==> src/rtl/acc_drain.sv <==
// Drains the 16 x 384-bit tile accumulator into OUT_WIDTH-bit valid/ready beats, LSB slice first.
// Build option ACC_DRAIN_CLEAR_EN: zero each entry through the accumulator write port as it is captured.
module acc_drain #(
    parameter int VEC_WIDTH = 384,
    parameter int ARR_DEPTH = 16,
    parameter int AW        = 4,
    parameter int OUT_WIDTH = 96
) (
    input  logic                 i_clk,
    input  logic                 i_rst,
    input  logic                 i_start,
    output logic                 o_busy,
    output logic                 o_done,
    output logic [AW-1:0]        o_rd_addr,
    input  logic [VEC_WIDTH-1:0] i_rd_data,
    output logic                 o_valid,
    input  logic                 i_ready,
    output logic [OUT_WIDTH-1:0] o_data,
    output logic                 o_last,
    output logic                 o_acc_we,
    output logic [AW-1:0]        o_acc_addr,
    output logic [VEC_WIDTH-1:0] o_acc_data
);

    localparam int BEATS = VEC_WIDTH / OUT_WIDTH;
    localparam int BW    = (BEATS > 1) ? $clog2(BEATS) : 1;

    localparam logic [AW-1:0] LAST_ENTRY = AW'(ARR_DEPTH - 1);
    localparam logic [BW-1:0] LAST_BEAT  = BW'(BEATS - 1);

    typedef enum logic [2:0] {
        IDLE = 3'd0,
        RD   = 3'd1,
        CAP  = 3'd2,
        SEND = 3'd3,
        DONE = 3'd4
    } state_t;

    state_t                 state;
    state_t                 state_nx;
    logic [AW-1:0]          entry;
    logic [BW-1:0]          beat;
    logic [VEC_WIDTH-1:0]   shreg;
    logic                   xfer;
    logic                   last_beat;
    logic                   last_entry;

    assign xfer       = (state == SEND) && i_ready;
    assign last_beat  = (beat == LAST_BEAT);
    assign last_entry = (entry == LAST_ENTRY);

    always_ff @(posedge i_clk) begin
        if (i_rst) begin
            state <= IDLE;
        end else begin
            state <= state_nx;
        end
    end

    always_comb begin
        state_nx = state;
        case (state)
            IDLE: if (i_start) state_nx = RD;
            RD:   state_nx = CAP;
            CAP:  state_nx = SEND;
            SEND: begin
                if (xfer && last_beat) begin
                    state_nx = last_entry ? DONE : RD;
                end
            end
            DONE: state_nx = IDLE;
            default: state_nx = IDLE;
        endcase
    end

    // Entry/beat counters are cleared in DONE so IDLE always presents address 0.
    always_ff @(posedge i_clk) begin
        if (i_rst) begin
            entry <= '0;
            beat  <= '0;
            shreg <= '0;
        end else begin
            case (state)
                IDLE: begin
                    entry <= '0;
                    beat  <= '0;
                end
                CAP: begin
                    shreg <= i_rd_data;
                    beat  <= '0;
                end
                SEND: begin
                    if (i_ready) begin
                        shreg <= shreg >> OUT_WIDTH;
                        if (last_beat) begin
                            if (!last_entry) entry <= entry + 1'b1;
                        end else begin
                            beat <= beat + 1'b1;
                        end
                    end
                end
                DONE: begin
                    entry <= '0;
                    beat  <= '0;
                end
                default: ;
            endcase
        end
    end

    assign o_busy    = (state != IDLE);
    assign o_done    = (state == DONE);
    assign o_valid   = (state == SEND);
    assign o_last    = (state == SEND) && last_beat && last_entry;
    assign o_rd_addr = entry;
    assign o_data    = shreg[OUT_WIDTH-1:0];

`ifdef ACC_DRAIN_CLEAR_EN
    // The read was issued in RD, so clearing in CAP never disturbs the captured value.
    assign o_acc_we   = (state == CAP);
    assign o_acc_addr = (state == CAP) ? entry : '0;
`else
    assign o_acc_we   = 1'b0;
    assign o_acc_addr = '0;
`endif
    assign o_acc_data = '0;

endmodule

==> config.mk <==
export PLATFORM = sky130hd
export DESIGN_NAME = acc_drain
export DESIGN_NICKNAME = d
export VERILOG_FILES = /design/src/rtl/acc_drain.sv
export SDC_FILE = /design/constraint.sdc
export NUM_CORES = 1
export LEC_CHECK = 0
export ABC_CLOCK_PERIOD_IN_PS = 2000
export CAP_MARGIN = 40
export CORE_AREA = 2 2 347 349
export CTS_BUF_LIST = sky130_fd_sc_hd__clkbuf_2 sky130_fd_sc_hd__clkbuf_4 sky130_fd_sc_hd__clkbuf_8
export DETAILED_ROUTE_END_ITERATION = 7
export DIE_AREA = 0 0 349 351
export GPL_ROUTABILITY_DRIVEN = 0
export MAX_ROUTING_LAYER = met4
export SLEW_MARGIN = 20
export SYNTH_ARGS = -nofsm -noshare
export SYNTH_HDL_FRONTEND = slang
export SYNTH_SLANG_ARGS = --single-unit
==> constraint.sdc <==
create_clock -name i_clk -period 2 [get_ports i_clk]
set_clock_uncertainty 0.2 [all_clocks]
set_input_delay 0.4 -clock i_clk [delete_from_list [all_inputs] [get_ports i_clk]]
set_output_delay 0.4 -clock i_clk [all_outputs]
set_load 0.02 [all_outputs]
==> impl_metrics.toml <==
[min_path]
whs_path_depth = 3
hold_path_end = "shreg[43]"
min_path_type = "in -> reg"
hp-start = "i_rd_data[43]"

[layout]
drive_gt1_share_pct = 22.9
regArea_um2 = 7880
fillCellCount = 12800
utilization_pct = 24.8
mostFrequentLayoutCell = "nand2_1"
final_cell_mix = "nand2_1, nor2_1, conb_1, clkdlybuf4s50_1, dfxtp_1"
multi_input_area_um2 = 10000
nets = 3382
area_delta_synth_final_pct = 46.3

[cts]
cts_root_buf = "clkbuf_8"
cts.clk_slew.worst_paths_ns = 0.06
insertion_delay_ns = 0.68
h-tree-depth = 3
clockBufferDepth = 3
cts.sinks = 393
tritoncts = "done"
cts_buffers = 77

[global_route]
use_met3_pct = 3.18
grtUsageTotal_pct = 11.1
grt_max_degree = 56
gr-usage-met2_pct = 16.1
grt_pass1_vias = 16300
overflow = 0
grt_pass1_wl_mm = 101
met1_usage_pct = 14.8
busiest_layer = "met2"
antenna_found_initial = 10

[die]
fp.coreArea_um2 = 119000
die_h_um = 351
initial_utilization_pct = 17.0
fp.dieArea_um2 = 122000
die_w_um = 349
rows = 127
ios = 881

[critical_path]
cp_num_buf_inv = 4
worstPathMaxFanout = 3
r2r_slack_ns = -0.14
rr_endpoint = "shreg[39]"
worst-r2r-cell-count = 11
critPathSlowestCell = "dfxtp_2"
crit_type = "reg -> out"
cp_top_family = "buffers and inverters"
timing.rr.start = "state[2]"
max_stage_delay_ns = 0.32
critical_path_required_ns = 1.40
start_kind = "flip-flop"
arrival_ns = 1.62
path_cells = "nand3b_1 > buf_6 > inv_12 > buf_16 > buf_8"
endpoint_kind = "primary output"

[yosys]
yosys_register_bits = 393
synth-edff-count = 0
synth_warnings = 0
synthCells = 2465
avgSynthCellArea_um2 = 8.19
synth.distinct_cells = 35
ys_async_sr_fraction_pct = 0
synth.cell_area_um2 = 20200
ys_seq_area_share_pct = 39.0
dominantRegCellSynth = "dfxtp_1"

[routing]
dr.pass1.iters = 5
drt_iter0_drc = 1024
routed_wl_mm = 75.8
vias = 17900
wl_per_cell_um = 16.5
antenna_left = 0
drcViolationCount = 0
via_per_inst = 3.89

[power]
p_switching_mw = 7.05
p_clk_share_pct = 39.2
seqPwrFrac_pct = 38.7
power_density_nw_per_um2 = 777
swShare_pct = 30.7
peakVddDrop_mv = 0.401
p_leak_nw = 11.8
internal_power_mw = 15.9
pwr-share-comb_pct = 22.1

[placement]
numPortBuffers = 491
hpwl_mm = 51.5

[sta]
period_share_pct = 111
worst_slack_ns = -0.221
period_needed_ns = 2.22
tns_ns = -8.23
grt_setup_unrepaired = "true"
drv_slew = 0
setup_viol = 169
fmax_ghz = 0.450
hold_violations = 0

[status]
violations = "negative setup slack"
outcome = "finished with violations"

[run]
maxCapViolations = 0
==> layout make-up <==
cell class | count | area share [%]
Antenna cell | 6 | 0.0509
Multi-Input combinational cell | 1779 | 34.0
Sequential cell | 393 | 26.7
Clock inverter | 17 | 0.699
Timing Repair Buffer | 738 | 26.9
Tap cell | 1548 | 6.56
Clock buffer | 115 | 4.98
Inverter | 3 | 0.0805
==> state kept, by name (all words and copies together), names as in the netlist <==
signal / cells
o_rd_addr: 4
state: 3
shreg: 384
beat: 2
==> synth_stat cells (2+ instances only) <==
| cell | count | area [µm²] |
|---|---|---|
| nand2_1 | 581 | 2180 |
| buf_4 | 492 | 3690 |
| dfxtp_1 | 393 | 7870 |
| nor2_1 | 391 | 1470 |
| a311oi_1 | 188 | 1650 |
| buf_2 | 108 | 541 |
| a311oi_2 | 100 | 1500 |
| a22oi_1 | 96 | 721 |
| clkbuf_1 | 77 | 289 |
| nor3_1 | 4 | 20.0 |
| o21ai_0 | 3 | 15.0 |
| or3_1 | 3 | 18.8 |
| a21boi_0 | 2 | 15.0 |
| a21oi_1 | 2 | 10.0 |
| ha_1 | 2 | 25.0 |
| inv_1 | 2 | 7.51 |
| mux2i_1 | 2 | 20.0 |
| nor4_1 | 2 | 12.5 |
==> power groups by stage <==
stage	combinational (mW)	clock [mW]	sequential (mW)
finish	5.08	8.99	8.88
global route	5.50	9.68	8.95
CTS	4.61	9.33	8.83
detailed placement	4.58	0	8.99
global placement	4.53	0	8.98
floorplan	3.49	0	8.88
==> worst max path at each step <==
stage / from / to / slack (ns) / cells after the start
finish: state[2] / o_valid / -0.22 / 5
floorplan: state[0] / o_last / 0.16 / 5
global route: state[2] / o_valid / -0.36 / 5
detailed placement: i_ready / shreg[145] / -0.43 / 7
global placement: i_ready / shreg[146] / -0.37 / 7
CTS: state[2] / o_valid / -0.35 / 5
==> through the flow <==
stage / setup WS, ns / cell area (µm²) / hold slack (ns) / total power, mW / std cells
5_1_grt: -0.362 / 29500 / 0.0195 / 24.1 / 4598
3_3_place_gp: -0.367 / 25400 / 0.260 / 13.5 / 4347
3_5_place_dp: -0.435 / 25400 / 0.268 / 13.6 / 4347
6_report: -0.221 / 29500 / 0.100 / 22.9 / 4599
4_1_cts: -0.351 / 27600 / 0.00159 / 22.8 / 4541
2_1_floorplan: 0.159 / 21600 / 0.255 / 12.4 / 2853
==> worst register-to-register path, cell delays in order (launching register included) <==
cell and delay, ns:
dfxtp_2 0.32, nand3b_1 0.19, buf_6 0.16, inv_12 0.06
buf_4 0.11, buf_12 0.12, buf_12 0.12, buf_12 0.14
buf_12 0.13, buf_8 0.11, nand2_1 0.14, a311oi_2 0.29
==> layer usage <==
metal | vias up | part of all wire, %
met5 | - | 0
met4 | 0 | 1.7
met3 | 68 | 7.5
met2 | 563 | 44
met1 | 8653 | 46
li1 | 8599 | -
==> what timing repair did <==
action                                  in CTS  in global routing
setup buffers                                9                 29
pin swaps                                    3                 86
gates cloned                                 1                 24
endpoints found under the setup margin     177                303
hold buffers                                53                  0
gates resized for setup                    368                268
hold endpoints to repair                    67                  0
==> logic make-up after synthesis <==
group	after synthesis	synth area share, %
XOR/XNOR	1	0.0434
buffers and inverters	681	22.5
adder cells (fa/ha/maj)	2	0.124
flip-flops	393	39.0
AND/OR/NAND/NOR	989	18.6
multiplexers	3	0.155
other	1	0.0186
AO/OA/AOI/OAI	395	19.6
No activity file was read; power rests on OpenSTA's default activity.
